$ cat config.mk
export PLATFORM = sky130hd
export DESIGN_NAME = uart_frame_sender
export DESIGN_NICKNAME = d
export VERILOG_FILES = /design/src/rtl/uart_pkg.sv /design/src/rtl/uart_frame_sender.sv
export SDC_FILE = /design/constraint.sdc
export NUM_CORES = 1
export LEC_CHECK = 0
export ABC_AREA = 1
export CAP_MARGIN = 10
export CELL_PAD_IN_SITES_DETAIL_PLACEMENT = 1
export CELL_PAD_IN_SITES_GLOBAL_PLACEMENT = 1
export CORE_ASPECT_RATIO = 2
export CORE_UTILIZATION = 35
export CTS_CLUSTER_DIAMETER = 60
export DETAILED_ROUTE_END_ITERATION = 10
export GPL_ROUTABILITY_DRIVEN = 1
export PLACE_DENSITY = 0.76
export SYNTH_ARGS = -nofsm -noshare
export SYNTH_HDL_FRONTEND = slang
export SYNTH_SLANG_ARGS = --single-unit
export TNS_END_PERCENT = 10
$ cat constraint.sdc
create_clock -name clk -period 2.19 [get_ports clk]
set_input_delay 0.438 -clock clk [delete_from_list [all_inputs] [get_ports clk]]
set_output_delay 0.438 -clock clk [all_outputs]
set_load 0.05 [all_outputs]
$ cat src/rtl/uart_pkg.sv
// -----------------------------------------------------------------------------
// uart_pkg
// Shared constants for the UART frame sender:
//   - BYTE_W            : width of one serial byte (8)
//   - SYNC_BYTE_DEFAULT : default frame-start marker (8'hA5)
//   - ST_*              : frame sender FSM state encoding
//   - KIND_*            : which kind of byte is currently in flight
// Optional feature macro: FRAME_CHECKSUM_EN (adds the CKSUM state).
// -----------------------------------------------------------------------------
package uart_pkg;

    localparam int BYTE_W = 8;

    localparam logic [BYTE_W-1:0] SYNC_BYTE_DEFAULT = 8'hA5;

    // FSM state encoding (plain constants so older flows can consume them)
    localparam logic [3:0] ST_IDLE    = 4'd0;
    localparam logic [3:0] ST_SYNC    = 4'd1;
    localparam logic [3:0] ST_FETCH   = 4'd2;
    localparam logic [3:0] ST_LATCH   = 4'd3;
    localparam logic [3:0] ST_SEND    = 4'd4;
    localparam logic [3:0] ST_WAIT_HI = 4'd5;
    localparam logic [3:0] ST_WAIT_LO = 4'd6;
    localparam logic [3:0] ST_NEXT    = 4'd7;
    localparam logic [3:0] ST_FINISH  = 4'd8;
`ifdef FRAME_CHECKSUM_EN
    localparam logic [3:0] ST_CKSUM   = 4'd9;
`endif

    // Byte currently loaded in tx_data; steers NEXT and WAIT_LO
    localparam logic [1:0] KIND_SYNC  = 2'd0;
    localparam logic [1:0] KIND_PIXEL = 2'd1;
    localparam logic [1:0] KIND_CKSUM = 2'd2;

endpackage

$ cat src/rtl/uart_frame_sender.sv
// -----------------------------------------------------------------------------
// uart_frame_sender
// Streams one image frame from a byte-wide frame memory to a UART transmitter:
// a sync marker byte, then FRAME_BYTES pixel bytes read from address 0 upward,
// and (with FRAME_CHECKSUM_EN defined) a trailing 8-bit additive checksum of
// the pixel bytes. One frame is sent per rising edge of start.
//
// Parameters:
//   FRAME_BYTES : pixel bytes per frame (must be <= 2**ADDR_W)
//   ADDR_W      : frame-memory address width
//   SYNC_BYTE   : frame-start marker byte
//
// Ports:
//   clk       in   system clock, rising edge
//   rst_n     in   asynchronous active-low reset
//   start     in   rising edge requests one frame (ignored while busy)
//   mem_rd    out  frame-memory read strobe (data valid one cycle later)
//   mem_addr  out  frame-memory byte address (0 when not reading)
//   mem_data  in   frame-memory read data
//   tx_data   out  byte to the transmitter, stable until tx_busy falls
//   tx_send   out  one-cycle send pulse to the transmitter
//   tx_busy   in   transmitter busy, rises one cycle after tx_send
//   busy      out  high from frame accept until frame completion
//   done      out  one-cycle pulse after the last byte has been shifted out
//
// Optional feature macro: FRAME_CHECKSUM_EN
// -----------------------------------------------------------------------------
module uart_frame_sender
    import uart_pkg::*;
#(
    parameter int                FRAME_BYTES = 4096,
    parameter int                ADDR_W      = 12,
    parameter logic [BYTE_W-1:0] SYNC_BYTE   = SYNC_BYTE_DEFAULT
) (
    input  logic              clk,
    input  logic              rst_n,
    input  logic              start,
    output logic              mem_rd,
    output logic [ADDR_W-1:0] mem_addr,
    input  logic [BYTE_W-1:0] mem_data,
    output logic [BYTE_W-1:0] tx_data,
    output logic              tx_send,
    input  logic              tx_busy,
    output logic              busy,
    output logic              done
);

    localparam logic [ADDR_W-1:0] LAST_ADDR = ADDR_W'(FRAME_BYTES - 1);

    logic [3:0]        state_reg;
    logic [3:0]        state_next;
    logic [ADDR_W-1:0] addr_reg;
    logic [1:0]        kind_reg;
    logic [BYTE_W-1:0] tx_data_reg;
    logic              start_d_reg;
`ifdef FRAME_CHECKSUM_EN
    logic [BYTE_W-1:0] cksum_reg;
`endif

    logic start_edge;
    assign start_edge = start & ~start_d_reg;

    // -------------------------------------------------------------------------
    // Next-state logic
    // -------------------------------------------------------------------------
    always_comb begin
        state_next = state_reg;
        case (state_reg)
            ST_IDLE: begin
                if (start_edge) begin
                    state_next = ST_SYNC;
                end
            end
            ST_SYNC:  state_next = ST_SEND;
            ST_FETCH: state_next = ST_LATCH;
            ST_LATCH: state_next = ST_SEND;
            ST_SEND:  state_next = ST_WAIT_HI;
            // A transmitter that is already busy in SEND simply satisfies
            // this wait on the following cycle.
            ST_WAIT_HI: begin
                if (tx_busy) begin
                    state_next = ST_WAIT_LO;
                end
            end
            ST_WAIT_LO: begin
                if (!tx_busy) begin
`ifdef FRAME_CHECKSUM_EN
                    state_next = (kind_reg == KIND_CKSUM) ? ST_FINISH : ST_NEXT;
`else
                    state_next = ST_NEXT;
`endif
                end
            end
            ST_NEXT: begin
                // After the sync byte the counter still points at pixel 0.
                if (kind_reg == KIND_SYNC || addr_reg < LAST_ADDR) begin
                    state_next = ST_FETCH;
                end else begin
`ifdef FRAME_CHECKSUM_EN
                    state_next = ST_CKSUM;
`else
                    state_next = ST_FINISH;
`endif
                end
            end
`ifdef FRAME_CHECKSUM_EN
            ST_CKSUM: state_next = ST_SEND;
`endif
            ST_FINISH: state_next = ST_IDLE;
            default:   state_next = ST_IDLE;
        endcase
    end

    // -------------------------------------------------------------------------
    // State and datapath registers
    // -------------------------------------------------------------------------
    always_ff @(posedge clk or negedge rst_n) begin
        if (!rst_n) begin
            state_reg   <= ST_IDLE;
            addr_reg    <= '0;
            kind_reg    <= KIND_SYNC;
            tx_data_reg <= '0;
            start_d_reg <= 1'b0;
`ifdef FRAME_CHECKSUM_EN
            cksum_reg   <= '0;
`endif
        end else begin
            state_reg   <= state_next;
            // Edge detector runs every cycle, so an edge seen while busy (or
            // in FINISH) is consumed and never replayed once IDLE is reached.
            start_d_reg <= start;
            case (state_reg)
                ST_IDLE: begin
                    if (start_edge) begin
                        addr_reg  <= '0;
`ifdef FRAME_CHECKSUM_EN
                        cksum_reg <= '0;
`endif
                    end
                end
                ST_SYNC: begin
                    tx_data_reg <= SYNC_BYTE;
                    kind_reg    <= KIND_SYNC;
                end
                ST_LATCH: begin
                    tx_data_reg <= mem_data;
                    kind_reg    <= KIND_PIXEL;
`ifdef FRAME_CHECKSUM_EN
                    cksum_reg   <= cksum_reg + mem_data;
`endif
                end
                ST_NEXT: begin
                    // Advance only after a pixel, and never past the last one.
                    if (kind_reg == KIND_PIXEL && addr_reg < LAST_ADDR) begin
                        addr_reg <= addr_reg + 1'b1;
                    end
                end
`ifdef FRAME_CHECKSUM_EN
                ST_CKSUM: begin
                    tx_data_reg <= cksum_reg;
                    kind_reg    <= KIND_CKSUM;
                end
`endif
                default: begin
                end
            endcase
        end
    end

    // -------------------------------------------------------------------------
    // Moore outputs decoded from the state register (reset values follow
    // directly from the asynchronous state reset).
    // -------------------------------------------------------------------------
    assign mem_rd   = (state_reg == ST_FETCH);
    assign mem_addr = (state_reg == ST_FETCH) ? addr_reg : '0;
    assign tx_send  = (state_reg == ST_SEND);
    assign tx_data  = tx_data_reg;
    assign busy     = (state_reg != ST_IDLE);
    assign done     = (state_reg == ST_FINISH);

endmodule

==> results of run 1 <==
## layer usage
metal | routed length (um) | track usage (%) | up-vias
li1 | - | - | 763
met5 | 0 | 0 | -
met4 | 41 | 7.108 | 0
met1 | 1566 | 18.98 | 782
met2 | 2909 | 47.15 | 26
met3 | 89 | 1.422 | 4
## layout make-up
cell class | instances | area share [%]
clock buffers | 3 | 1.850
clock inverters | 1 | 1.345
flip-flops and latches | 26 | 29.15
multi-input cells | 161 | 38.51
repair buffers | 39 | 21.19
inverters | 28 | 4.933
well taps | 54 | 3.027
## report_power, final
| part | switching, mW | internal [mW] |
|---|---|---|
| Sequential | 0.107 | 0.601 |
| Clock | 0.160 | 0.245 |
| Combinational | 0.915 | 0.388 |
| Total | 1.18 | 1.23 |
## per-stage QoR
| stage | power [mW] | instance area, sq um | util, % | setup slack (ns) |
|---|---|---|---|---|
| after global placement | 1.992 | 2141 | 49.83 | 0.3550 |
| after CTS | 2.437 | 2212 | 51.49 | 0.02104 |
| after detailed placement | 2.016 | 2141 | 49.83 | 0.3446 |
| after floorplan | 1.628 | 1640 | - | 0.01359 |
| final | 2.416 | 2232 | 51.95 | 0.1198 |
| after global routing | 2.556 | 2232 | 51.95 | 0.04782 |
## cells by family (layout without fill, tap and decap cells)
logic type / after synthesis / count (layout) / share of synthesized area (%)
and+or+nand+nor: 142 / 142 / 40.19
buffers and inverters: 32 / 71 / 8.601
DFF: 26 / 26 / 41.80
AOI/OAI and AO/OA: 14 / 14 / 6.350
xor gates and xnor gates: 4 / 4 / 2.251
adders and majority gates: 1 / 1 / 0.8037
## worst max-delay path: stages, from the launching register on
cell and delay [ns]:
dfrtp_1 0.43, inv_2 0.11, nand2_1 0.14, nor2_4 0.14, inv_1 0.05, buf_6 0.17, nor2_1 0.10, buf_4 0.20
## path summary, 6_finish.rpt
| check | end | slack (ns) |
|---|---|---|
| setup / recovery | mem_addr[11] | 0.12 |
| max in group asynchronous | addr_reg[0] | 1.38 |
| setup reg to reg | addr_reg[6] | 0.42 |
| hold reg to reg | tx_data[4] | 0.51 |
| min in group asynchronous | addr_reg[7] | 0.55 |
| hold / removal | tx_data[4] | 0.51 |
## placed cells by master (no fill, tap or decap), types with 3 or more instances in the layout
cell             synthesis  final
o21ai_0                  4      4
nand2_1                 69     69
nor2_2                   1      3
clkdlybuf4s50_1          0     19
xor2_1                   4      4
inv_1                   25     25
nand3_1                 15     15
clkbuf_8                 0      3
nor2_4                   0     11
buf_12                   0     10
dfrtp_1                 26     26
nand4_1                  4      4
nand2_4                  3      3
nand2_2                  3      3
buf_4                    0      8
a32o_1                   4      4
o22ai_1                  4      4
nor2_1                  42     29
## what timing repair did
item	4_1_cts	5_1_grt
setup endpoints to repair	0	12
resized for setup	0	4
buffers inserted	0	1
endpoints found under the hold margin	0	0
==> results by group, run 1 <==
Die
  – Die span in x: 49.16 um
  – Die ar.: 4734 sq um
  – Die Span Y: around 96 um
  – # IOs: 36
  – Initial Util: 36.23%
  – CORE AREA: 4297 sq um
  – FP Rows: 34

Place
  – Dpl cells: 307
  – Input/output buffers: 35
  – Detail Placement HPWL: 3724 um
  – GP Congestion: 0.8266

Global routing
  – Tot GR Track Use: 21.34%
  – Vias in the first global route: roughly 1600
  – Initial antenna violation count: 0
  – Global-route wire length before repair: 7603 um
  – Largest net degree at the start of global routing: 27
  – GRT overflow: 0

Synth
  – Asr flop ratio synth: 100.0%
  – Register area share after synthesis: 41.80%
  – Post-synth EDFFs: 0
  – Dominant cell by count in the synthesized netlist: nand2_1
  – Synth area leaders: dfrtp_1, nand2_1, nor2_1, inv_1, nand3_1
  – Cell Area, Synth: 1556 sq um
  – Avg Synthesized Cell Area: about 7 sq um
  – Post-synth cell types: 26
  – Flops & latches, synth: 26
  – Main flop type after synthesis: dfrtp_1
  – Mapped Nets: 232
  – Post-synth top cells: nand2_1, nor2_1, dfrtp_1, inv_1, nand3_1
  – Gate Count Post-Synth: between 200 and 250
  – Synth warn: 0
  – Synth top area share: 41.80%
  – Synth area leader: dfrtp_1

Clocking
  – Worst-path clk slew: ~0.090 ns
  – H-Tree Depth: 1
  – Root Driver: clkbuf_8
  – Clock buffer depth: 2
  – CTS tree: yes
  – Num CTS Buffers: 3
  – Skew-Pair Late Insertion Delay: 0.27 ns
  – CTS Sinks: 26
  – # hold bufs at CTS: 0

Hold path
  – HP Class: flip-flop to flip-flop
  – Hold Crit Depth: 1
  – Hold Crit Start: tx_data[4]

Finish
  – Fraction of layout cells with a size suffix above 1: 19.38%
  – Max FFs per register: 12
  – FF/Latch Area: 650.6 sq um
  – Layout Cells excl Fill: 312
  – Antenna diode instance count: 0
  – Area growth, synth to finish: 43.41%
  – Final Net Count: 272
  – Fill count: 527
  – Multi-input logic area: 859.6 sq um

Timing
  – Hold Vio Cnt, Final: 0
  – Hold_ws: 0.5067 ns
  – Worst-Margin Slew: 0.5190 ns
  – Final min period: 2.070 ns
  – Layout Skew: 0.002488 ns
  – RSZ-0062 raised after global routing: false
  – TNS Setup: 0 ns
  – Relative slew slack: 65.29%
  – Period utilisation layout: between 90% and 100%
  – Final slew viol count: 0
  – Max frequency: 0.4830 GHz
  – Setup Viol. Count Final: 0

Power
  – Static leakage: around 0.94 nW
  – Peak VDD IR: 761.1 uV
  – PD cells: roughly 1100 nW/um^2

Setup path
  – Arr. time, crit path: 1.63 ns
  – CP Data Required Time: 1.75 ns
  – Crit path launch: state_reg[3]
  – CP Capture Type: primary output
  – Critical Path Source Type: flip-flop
  – Critical register-to-register path startpoint: addr_reg[0]
  – Crit Path Category: flip-flop to primary output
  – Reg2Reg Depth: 9
  – Worst Path Max Fanout: 12

Routing
  – Drt pass-1 iters: 4
  – DR vias: 1575
  – Initial DRC count: 14
  – Final wirelength: between 4000 and 5000 um
  – Vias per std cell: 5.048
  – Avg WL per Cell: about 15 um
  – DRC: 0
  – ANT nets after route: 0

Run
  – Max-Cap Viols: 0

Outcome
  – Outcome: complete, no violations
(Power assumes the default switching activity.)
==> run 2: changes to the inputs <==
Settings changed: CAP_MARGIN 10 to unset.
==> results of run 2 <==
Same layout as run 1: the final DEF is identical, and so are final timing and power.
==> run 3: changes to the inputs <==
Settings changed: CAP_MARGIN set to 15.
==> results of run 3 <==
Same layout as run 1: the final DEF is identical, and so are final timing and power.
